`src/rtl/gpr_bank_pkg.sv`:
```
// Shared definitions for the general-purpose register bank: default widths
// and the flush sequencer state type.
package gpr_bank_pkg;

    localparam int GPR_DATA_W = 16;
    localparam int GPR_ADDR_W = 3;

    typedef enum logic [0:0] {
        ST_IDLE  = 1'b0,
        ST_FLUSH = 1'b1
    } gpr_state_e;

endpackage

```
`src/rtl/gpr_scoreboard.sv`:
```
// Pending-write scoreboard: one busy bit per register, set on issue and
// cleared on writeback, with a per-entry clear used by the flush sequencer.
module gpr_scoreboard
    import gpr_bank_pkg::*;
#(
    parameter int ADDR_W   = GPR_ADDR_W,
    parameter int ZERO_REG = 0
) (
    input  logic              clk,
    input  logic              clr,
    input  logic              set_en,
    input  logic [ADDR_W-1:0] set_addr,
    input  logic              rel_en,
    input  logic [ADDR_W-1:0] rel_addr,
    input  logic              flush_en,
    input  logic [ADDR_W-1:0] flush_addr,
    input  logic [ADDR_W-1:0] look_addr_a,
    input  logic [ADDR_W-1:0] look_addr_b,
    output logic              busy_a,
    output logic              busy_b
);

    localparam int DEPTH = 1 << ADDR_W;
    localparam bit ZR    = (ZERO_REG != 0);

    logic [DEPTH-1:0] busy_q;
    logic [DEPTH-1:0] busy_d;

    // Release is applied before set so a same-cycle issue to the register
    // being written back leaves it pending.
    always_comb begin
        busy_d = busy_q;
        if (flush_en) begin
            busy_d[flush_addr] = 1'b0;
        end else begin
            if (rel_en) busy_d[rel_addr] = 1'b0;
            if (set_en) busy_d[set_addr] = 1'b1;
        end
        if (ZR) busy_d[0] = 1'b0;
    end

    always_ff @(posedge clk or posedge clr) begin
        if (clr) begin
            busy_q <= '0;
        end else begin
            busy_q <= busy_d;
        end
    end

    // No bypass: lookups reflect only the registered bits.
    assign busy_a = busy_q[look_addr_a];
    assign busy_b = busy_q[look_addr_b];

endmodule

```
`src/rtl/gpr_bank.sv`:
```
// Two-read/one-write register bank with write-through bypass, a pending
// scoreboard and a one-entry-per-cycle flush sequencer.
module gpr_bank
    import gpr_bank_pkg::*;
#(
    parameter int DATA_W   = GPR_DATA_W,
    parameter int ADDR_W   = GPR_ADDR_W,
    parameter int ZERO_REG = 0
) (
    input  logic              clk,
    input  logic              clr,
    input  logic              wr_en,
    input  logic [ADDR_W-1:0] wr_addr,
    input  logic [DATA_W-1:0] wr_data,
    input  logic [ADDR_W-1:0] rd_addr_a,
    input  logic [ADDR_W-1:0] rd_addr_b,
    output logic [DATA_W-1:0] rd_data_a,
    output logic [DATA_W-1:0] rd_data_b,
    input  logic              iss_en,
    input  logic [ADDR_W-1:0] iss_addr,
    output logic              busy_a,
    output logic              busy_b,
    input  logic              flush_req,
    output logic              flush_busy
);

    localparam int                DEPTH    = 1 << ADDR_W;
    localparam logic [ADDR_W-1:0] LAST_IDX = ADDR_W'(DEPTH - 1);
    localparam bit                ZR       = (ZERO_REG != 0);

    gpr_state_e        state_q;
    logic [ADDR_W-1:0] fcnt_q;
    logic              flush_busy_q;
    logic [DATA_W-1:0] mem_q [DEPTH];

    logic idle;
    logic wr_ok;
    logic iss_ok;
    logic flushing;

    assign idle       = (state_q == ST_IDLE);
    assign flushing   = (state_q == ST_FLUSH);
    assign wr_ok      = idle && wr_en;
    assign iss_ok     = idle && iss_en;
    assign flush_busy = flush_busy_q;

    // Flush sequencer: acceptance only from IDLE, exit straight after the
    // last entry so the counter wraps back to zero on its own.
    always_ff @(posedge clk or posedge clr) begin
        if (clr) begin
            state_q      <= ST_IDLE;
            fcnt_q       <= '0;
            flush_busy_q <= 1'b0;
        end else begin
            unique case (state_q)
                ST_IDLE: begin
                    if (flush_req) begin
                        state_q      <= ST_FLUSH;
                        fcnt_q       <= '0;
                        flush_busy_q <= 1'b1;
                    end
                end
                ST_FLUSH: begin
                    fcnt_q <= fcnt_q + 1'b1;
                    if (fcnt_q == LAST_IDX) begin
                        state_q      <= ST_IDLE;
                        flush_busy_q <= 1'b0;
                    end
                end
                default: begin
                    state_q      <= ST_IDLE;
                    fcnt_q       <= '0;
                    flush_busy_q <= 1'b0;
                end
            endcase
        end
    end

    always_ff @(posedge clk or posedge clr) begin
        if (clr) begin
            for (int i = 0; i < DEPTH; i++) begin
                mem_q[i] <= '0;
            end
        end else if (flushing) begin
            mem_q[fcnt_q] <= '0;
        end else if (wr_ok && !(ZR && wr_addr == '0)) begin
            mem_q[wr_addr] <= wr_data;
        end
    end

    // Bypass only while IDLE; a hardwired zero register overrides everything.
    always_comb begin
        rd_data_a = mem_q[rd_addr_a];
        if (wr_ok && wr_addr == rd_addr_a) rd_data_a = wr_data;
        if (ZR && rd_addr_a == '0) rd_data_a = '0;
    end

    always_comb begin
        rd_data_b = mem_q[rd_addr_b];
        if (wr_ok && wr_addr == rd_addr_b) rd_data_b = wr_data;
        if (ZR && rd_addr_b == '0) rd_data_b = '0;
    end

    gpr_scoreboard #(
        .ADDR_W   (ADDR_W),
        .ZERO_REG (ZERO_REG)
    ) u_scoreboard (
        .clk         (clk),
        .clr         (clr),
        .set_en      (iss_ok),
        .set_addr    (iss_addr),
        .rel_en      (wr_ok),
        .rel_addr    (wr_addr),
        .flush_en    (flushing),
        .flush_addr  (fcnt_q),
        .look_addr_a (rd_addr_a),
        .look_addr_b (rd_addr_b),
        .busy_a      (busy_a),
        .busy_b      (busy_b)
    );

endmodule

```
`config.mk`:
```
export PLATFORM = sky130hd
export DESIGN_NAME = gpr_bank
export DESIGN_NICKNAME = d
export VERILOG_FILES = /design/src/rtl/gpr_bank_pkg.sv /design/src/rtl/gpr_scoreboard.sv /design/src/rtl/gpr_bank.sv
export SDC_FILE = /design/constraint.sdc
export NUM_CORES = 1
export LEC_CHECK = 0
export CORE_MARGIN = 2
export CORE_UTILIZATION = 25
export CTS_CLUSTER_DIAMETER = 150
export CTS_CLUSTER_SIZE = 25
export DETAILED_ROUTE_END_ITERATION = 6
export DONT_BUFFER_PORTS = 1
export GPL_ROUTABILITY_DRIVEN = 0
export GPL_TIMING_DRIVEN = 0
export HOLD_SLACK_MARGIN = 0.02
export MAX_ROUTING_LAYER = met4
export PLACE_DENSITY_LB_ADDON = 0.05
export SLEW_MARGIN = 40
export SYNTH_ARGS = -nofsm -noshare
export SYNTH_HDL_FRONTEND = slang
export SYNTH_SLANG_ARGS = --single-unit
export TNS_END_PERCENT = 20
```
`constraint.sdc`:
```
create_clock -name clk -period 6.7 [get_ports clk]
set_input_delay 1.34 -clock clk [delete_from_list [all_inputs] [get_ports clk]]
set_output_delay 1.34 -clock clk [all_outputs]
set_load 0.05 [all_outputs]
```
After elaboration in Yosys (flattened, before gate mapping)
Cells that the tools add are included.
Storage, ports and cells
  bits in registers: 141
  input bits: 33
  output and inout port bits: 35
  word-level logic and storage cells: 92
Cells by class
  add/subtract/negate cells: 1
  magnitude comparators: 14
  equality and inequality tests: 5
  multiplexer cells: 37
  bitwise logic cells: 12
  reduce and logical (&&, ||, !) cells: 11
Operators with widths (count)
  $mux W128: 2
  $and A128 B128 Y128: 1
  $bwmux W128: 1
  $mux W16: 8
  $not A128 Y128: 1
  $bmux W16 S3: 2
  $demux W16 S3: 2
  $mux W8: 4
  $lt A3 B4 Y1 const B: 5
  $and A8 B8 Y8: 2
  $ge A4 B4 Y1 const B: 4
  $not A3 Y4: 4
  $not A8 Y8: 2
  $demux W1 S3: 3
  $ge A3 B1 Y1 const B: 3
  $logic_and A1 B1 Y1: 9
  $mux W1: 9
  $lt A4 B1 Y1 const B: 2
  $or A8 B8 Y8: 1
  $bmux W1 S3: 2
  $eq A3 B3 Y1: 2
  $pmux W3 S2: 1
  $pmux W1 S2: 2
  $add A3 B1 Y3 const B: 1
  other kinds (7): 7

Logic depth before layout (Yosys ltp)
Gate-level depths: netlist of the first run.
  depth after elaboration: 11
  depth in mapped cells: 6
  mapped depth without buffers: 4

By module
Synthesis of the first run repeated with hierarchy kept, for this count alone.
Second synthesis, totals
  cell total of the unflattened synthesis: 568
  area, all modules: 8246.7 sq um
Modules (own cells, without submodules)
  gpr_bank: instances 1, cells each 512, area an instance 7649.8 sq um, seq. area each 3328.2 sq um
  gpr_scoreboard: instances 1, cells each 56, area an instance 596.8 sq um, seq. area each 200.2 sq um

Worst setup path after synthesis of the first run
Ideal clock, no wire load.
  kind: input to output
  start point: in rd_addr_a[1]
  end point: out rd_data_a[0]
  arrival time: 2.864 ns
  required time: 5.360 ns
  setup slack: 2.496 ns
  stages on the path: 5
  buffers on the path: 2
  cell sequence: clkbuf_1 -> clkbuf_1 -> mux4_1 -> mux2_2 -> mux2_2
On the way
  longest elaborated chain between the ends: 5
  elaborated cells between the ends (all ways): 7
  those cells by class: 1 x eq/ne; 4 x mux; 1 x bitwise; 1 x reduce/logical
RTL lines
  start: declaration: line gpr_bank.sv:15  | input logic [ADDR_W-1:0] rd_addr_a,
  $not A3 Y4 (implied by the code): line gpr_bank.sv:93  | rd_data_a = mem_q[rd_addr_a];
  $bmux W16 S3: line gpr_bank.sv:93
  $mux W16 (implied by the code) (2 in a row): line gpr_bank.sv:93
  $mux W16 *: line gpr_bank.sv:94  | if (wr_ok && wr_addr == rd_addr_a) rd_data_a = wr_data;
  end: declaration: line gpr_bank.sv:17  | output logic [DATA_W-1:0] rd_data_a,
Mark *: on every way between the ends. The rest lies on a longest branch, timed or not. The select of a mux whose other input is x is not followed.

Final worst setup path of the first run
  start point: in rd_addr_a[1]
  end point: out rd_data_a[4]
Same word-level chain as after synthesis.

==> results of run 1 <==
-- kinds of logic after synthesis --
kind of cell    share of synthesized area (%)
compound gates                          16.54
xor+xnor                               0.6416
fa+ha+maj                              0.3055
buf+inv                                 4.583
flops                                   43.08
mux                                     31.35
simple gates                            3.498
-- final cells by class --
cell class | count | area share [%]
multi-input combinational | 356 | 45.52
sequential | 141 | 37.32
tap | 442 | 5.849
clock buffer | 19 | 4.684
buffer | 64 | 3.917
clock inverter | 13 | 1.760
timing repair buffer | 4 | 0.7146
inverter | 4 | 0.2382
-- critical path, delay by kind of cell --
family	cells	cell delay [ps]
buffers and inverters	2	1080
muxes	3	1100
-- report_power, final --
| group | switching [mW] | internal [mW] |
|---|---|---|
| Combinational | 0.706 | 0.466 |
| Clock | 0.403 | 0.597 |
| Sequential | 0.162 | 1.06 |
| Total | 1.27 | 2.12 |
-- state kept, by name (all words and copies together) (netlist names) --
signal / flops
flushing: 1
fcnt_q: 3
flush_busy: 1
u_scoreboard.busy_q: 8
mem_q: 128
-- cell usage after synthesis (all sizes together) (3+ instances only) --
master	instances	area (sq um)
nand2b	3	18.77
mux2	66	780.7
a21oi	11	55.05
nand2	13	48.80
inv	4	15.01
mux4	68	1787
nor2b	4	25.02
a22o	128	1121
a22oi	4	30.03
nand3b	3	26.27
xnor2	6	52.55
dfrtp	141	3528
o32a	4	40.04
buf	48	300.3
nand3	3	15.01
o21ai	11	55.05
nor2	11	48.80
clkbuf	16	60.06
o31ai	4	30.03
-- routing by layer --
layer,vias up,GRT usage [%],share of wire [%]
li1,2392,-,-
met1,3019,24.45,46
met2,174,28.13,47
met3,21,4.778,5.5
met4,0,4.825,1.8
met5,-,-,0
-- worst paths after layout --
path / end / slack (ps) / cells past startpoint
setup / recovery: rd_data_a[4] / 1820 / 5
max in group asynchronous: flush_busy / 5340 / 2
min in group asynchronous: mem_q[55] / 740 / 1
setup reg to reg: mem_q[3] / 4430 / 5
hold / removal: mem_q[53] / 510 / 1
hold reg to reg: mem_q[53] / 510 / 1
==> results.md, run 1 <==
- Area growth syn-to-layout: 15.44%
- Actual slew at the worst max-slew pin: approximately 820 ps
- Final count of pins violating max slew: 0
- Inst Count DP: 1011
- Worst-path clk slew: 70 ps
- Die width: roughly 190 microns
- Critical-path top delay cell: clkbuf_1
- Most frequent cells in the layout: 141 x dfrtp_1, 128 x a22o_1, 68 x mux4_1
- Seq cells post-synth: approximately 140
- Syn_area_per_cell: 14.50 sq um
- Insertion delay to the later sink of the worst-skew pair: roughly 430 ps
- Synth async-reset ratio: between 90% and 100%
- Final setup margin: roughly 1800 ps
- Num CTS Buffers: 17
- Register area share after synthesis: between 40% and 50%
- Placeable Area: around 32000 sq um
- Gates resized, CTS repair: 0
- Power per cell area: approximately 360 nW/um^2
- Layout cells sized above 1: 25.46%
- TritonRoute pass-1 iters: 6
- RSZ-0062 raised after global routing: no
- Peak supply drop: ~0.00018 V
- H-tree depth: 4
- Row Count: 66
- Maximum clock rate: just over 0.2 GHz
- CTS sink count: 141
- Post-DP HPWL: 19250 microns
- Initial antenna violation count: 0
- Via-per-instance ratio: 5.375
- WL per Instance: 28.29 microns
- Min-Delay Path Class: reg2reg
- CP endpoint kind: output pin
- CP max FO: 10
- Most used flip-flop cell after synthesis: dfrtp_1
- First-pass GRT wire length: around 43000 microns
- Multi-input gate area: ~4300 sq um
- Die Height: ~190 microns
- Final setup TNS: 0 ps
- Hold slack final: between 500 and 600 ps
- Final core occ: between 20% and 30%
- Fill cells: roughly 3300
- Hold_sp: mem_q[53]
- Port Buffers: 0
- Mapped Cells: about 570
- Critical Path AT: roughly 3500 ps
- Worst path max stage delay: ~680 ps
- Die area: 34230 sq um
- Final Cell Area: about 9500 sq um
- Post-Syn Nets: 600
- CTS root buffer: clkbuf_16
- Via count of the first global-routing pass: between 5000 and 6000
- # nets final: slightly above 600
- Reg2reg start: fcnt_q[2]
- EDFF count, synth: 0
- Critical setup path kind: in2out
- Final Hold Viols: 0
- Setup Viol. Count Final: 0
- Relative slew slack: between 40% and 50%
- Sequential cell area: between 3000 and 4000 sq um
- DR iter-0 viols: 382
- CTS tree: yes
- Max_cap viols: 0
- Status: finished clean
- Number of diodes: 0
- Post-CTS setup buffer count: 0
- Post-DP Area: 8845 sq um
- Total Routed Length: 29510 microns
- Vias: roughly 5600
- Overall Power: ~3.4 mW
- Final std cells w/o fill: ~1000
- Place WS: between 1500 and 2000 ps
- Initial core utilization: approximately a quarter
- Period minus WS final: a little under 5000 ps
- Area of the mapped netlist: between 8000 and 9000 sq um
- Largest net degree at the start of global routing: 58
- Synth unique cells: 37
- Worst setup path start: rd_addr_a[1]
- Gr ovfl total: 0
- Post-DRT Antenna Nets: 0
- Worst path required time: approximately 5400 ps
- CP Cell Sequence: clkbuf_1 > clkbuf_1 > mux4_1 > mux2_2 > mux2_2
- Startpoint types: primary input
- Leading cell type in the layout, fill and taps excluded: dfrtp_1
- Ports: 68
- Gr usage total: between 10% and 20%
- Final Cycle Share: roughly 73%
- Drt drc: 0
- Max Buffers Root-to-Sink: 2
- Yosys warns: 0
- Pleak: ~4.4 nW
- # hold bufs at CTS: 0
- Clk_skew: 9.907 ps
Note: power is estimated with default switching activity, not from simulation.
==> run 2: changes to the inputs <==
==> constraint.sdc (replaced) <==
create_clock -name clk -period 4.2 [get_ports clk]
set_input_delay 0.84 -clock clk [delete_from_list [all_inputs] [get_ports clk]]
set_output_delay 0.84 -clock clk [all_outputs]
set_load 0.05 [all_outputs]
==> results.md, run 2 (synthesized netlist as in run 1, its figures left out) <==
- Status: finished clean
- Reg2Reg Capture Point: mem_q[124]
- Gr ovfl total: 0
- # nets final: ~630
- Max Buffers Root-to-Sink: 2
- Power per cell area: approximately 570 nW/um^2
- Die Height: around 190 microns
- Startpoint types: primary input
- Int Power: roughly 3.5 mW
- Hold slack final: 291.4 ps
- Final count of pins violating max slew: 0
- CTS tree: yes
- Die width: 185 microns
- Insertion delay to the later sink of the worst-skew pair: between 400 and 500 ps
- R2R cell count: 5
- Peak supply drop: between 0.0002 and 0.00025 V
- Leading cell type in the layout, fill and taps excluded: dfrtp_1
- CP endpoint kind: output pin
- Post-DP HPWL: just under 20000 microns
- CTS root buffer: clkbuf_16
- DR iter-0 viols: ~350
- RSZ-0062 raised after global routing: no
- Max reg flops: about 130
- CTS sink count: 141
- Critical setup path kind: in2out
- Final Cell Area: 9578 sq um
- Via-per-instance ratio: 5.427
- Worst path max stage delay: between 500 and 600 ps
- H-tree depth: 4
- Place WS: 294.7 ps
- Gates resized, CTS repair: 0
- Critical-path top delay cell: nand4_1
- Gr usage total: a little under a fifth
- Vias: around 5700
- Initial antenna violation count: 1
- Flop pwr share: between 30 and 40%
- # hold bufs at CTS: 0
- Area growth syn-to-layout: 16.94%
- First-pass GRT wire length: about 44000 microns
- Combinational power share: 34.3%
- Worst path required time: 3360 ps
- Die area: between 30000 and 40000 sq um
- Drt drc: 0
- Total Routed Length: around 30000 microns
- Clock share of power: 29.9%
- Relative slew slack: between 40% and 50%
- Sw power: 1.987 mW
- Pleak: between 4 and 5 nW
- Post-DP Area: ~9000 sq um
- Actual slew at the worst max-slew pin: about 820 ps
- CP Cell Sequence: clkbuf_1 > xnor2_1 > nand4_1 > buf_4 > mux2_2
- Port Buffers: 0
- Min-Delay Path Class: in2async
- Critical Path AT: 3030 ps
- CP max FO: 10
- Num CTS Buffers: 17
- TritonRoute pass-1 iters: 5
- Row Count: 66
- Final Cycle Share: between 90% and 100%
- WL per Instance: approximately 29 microns
- Post-CTS setup buffer count: 0
- Final Hold Viols: 0
- Largest net degree at the start of global routing: 24
- Clk_skew: approximately 8.4 ps
- Setup Viol. Count Final: 0
- Max_cap viols: 0
- Top flop regs: mem_q: 128 flops, u_scoreboard.busy_q: 8 flops, fcnt_q: 3 flops
- Final setup margin: about 330 ps
- Layout cells sized above 1: approximately a quarter
- Reg2reg start: fcnt_q[2]
- Maximum clock rate: roughly 0.26 GHz
- R2R Setup Slk: roughly 1800 ps
- Initial core utilization: around a quarter
- Placeable Area: between 30000 and 40000 sq um
- Period minus WS final: 3865 ps
- Switching Share: a little over a third
- Via count of the first global-routing pass: roughly 5900
- Post-DRT Antenna Nets: 0
- Worst-path clk slew: about 60 ps
- Final setup TNS: 0 ps
- Largest Register: mem_q
- Overall Power: around 5.4 mW
- Most frequent cells in the layout: 141 x dfrtp_1, 128 x a22o_1, 68 x mux4_1
- Ports: slightly below 70
-- run 2: how the worst max path moves through the flow --
stage	start	end	slack [ps]	depth (start not counted)
finish	rd_addr_b[1]	rd_data_b[8]	330	5
global placement	rd_addr_b[1]	rd_data_b[9]	110	5
detailed placement	rd_addr_b[1]	rd_data_b[8]	290	5
CTS	rd_addr_a[1]	rd_data_a[10]	300	5
global route	rd_addr_a[1]	rd_data_a[10]	150	5
floorplan	rd_addr_a[1]	rd_data_a[0]	1000	5
-- run 2: final cells by class --
type / instances / area, sq um
antenna: 1 / 2.502
sequential: 141 / 3528
clock inverter: 11 / 165.2
multi-input combinational: 356 / 4312
fill: 3299 / 22790
tap: 442 / 553.0
clock buffer: 20 / 456.7
inverter: 4 / 18.77
timing repair buffer: 8 / 170.2
buffer: 64 / 371.6
-- run 2: power groups by stage --
stage          clock, mW  combinational [mW]  sequential [mW]
2_1_floorplan          0                1.40             1.87
3_3_place_gp           0                1.85             1.94
3_5_place_dp           0                1.89             1.96
4_1_cts             1.68                1.90             1.94
5_1_grt             1.73                1.99             1.99
6_report            1.63                1.87             1.95
-- run 2: per-stage QoR --
step | cells | util [%]
2_1_floorplan | 565 | -
3_3_place_gp | 1007 | 27.02
3_5_place_dp | 1015 | 27.66
4_1_cts | 1046 | 29.58
5_1_grt | 1047 | 29.59
6_report | 1047 | 29.59
-- run 2: critical path: cells and delay by family --
kind,cells,cell delay [ps]
XOR/XNOR,1,190
multiplexers,1,440
buffers and inverters,2,950
AND/OR/NAND/NOR,1,580
-- run 2: per-layer routing --
layer / GRT usage, % / wire length, microns / up-vias
li1: - / - / 2405
met1: 25.43 / 14250 / 3103
met2: 28.99 / 14030 / 151
met3: 3.618 / 1363 / 23
met4: 4.476 / 400 / 0
met5: - / 0 / -
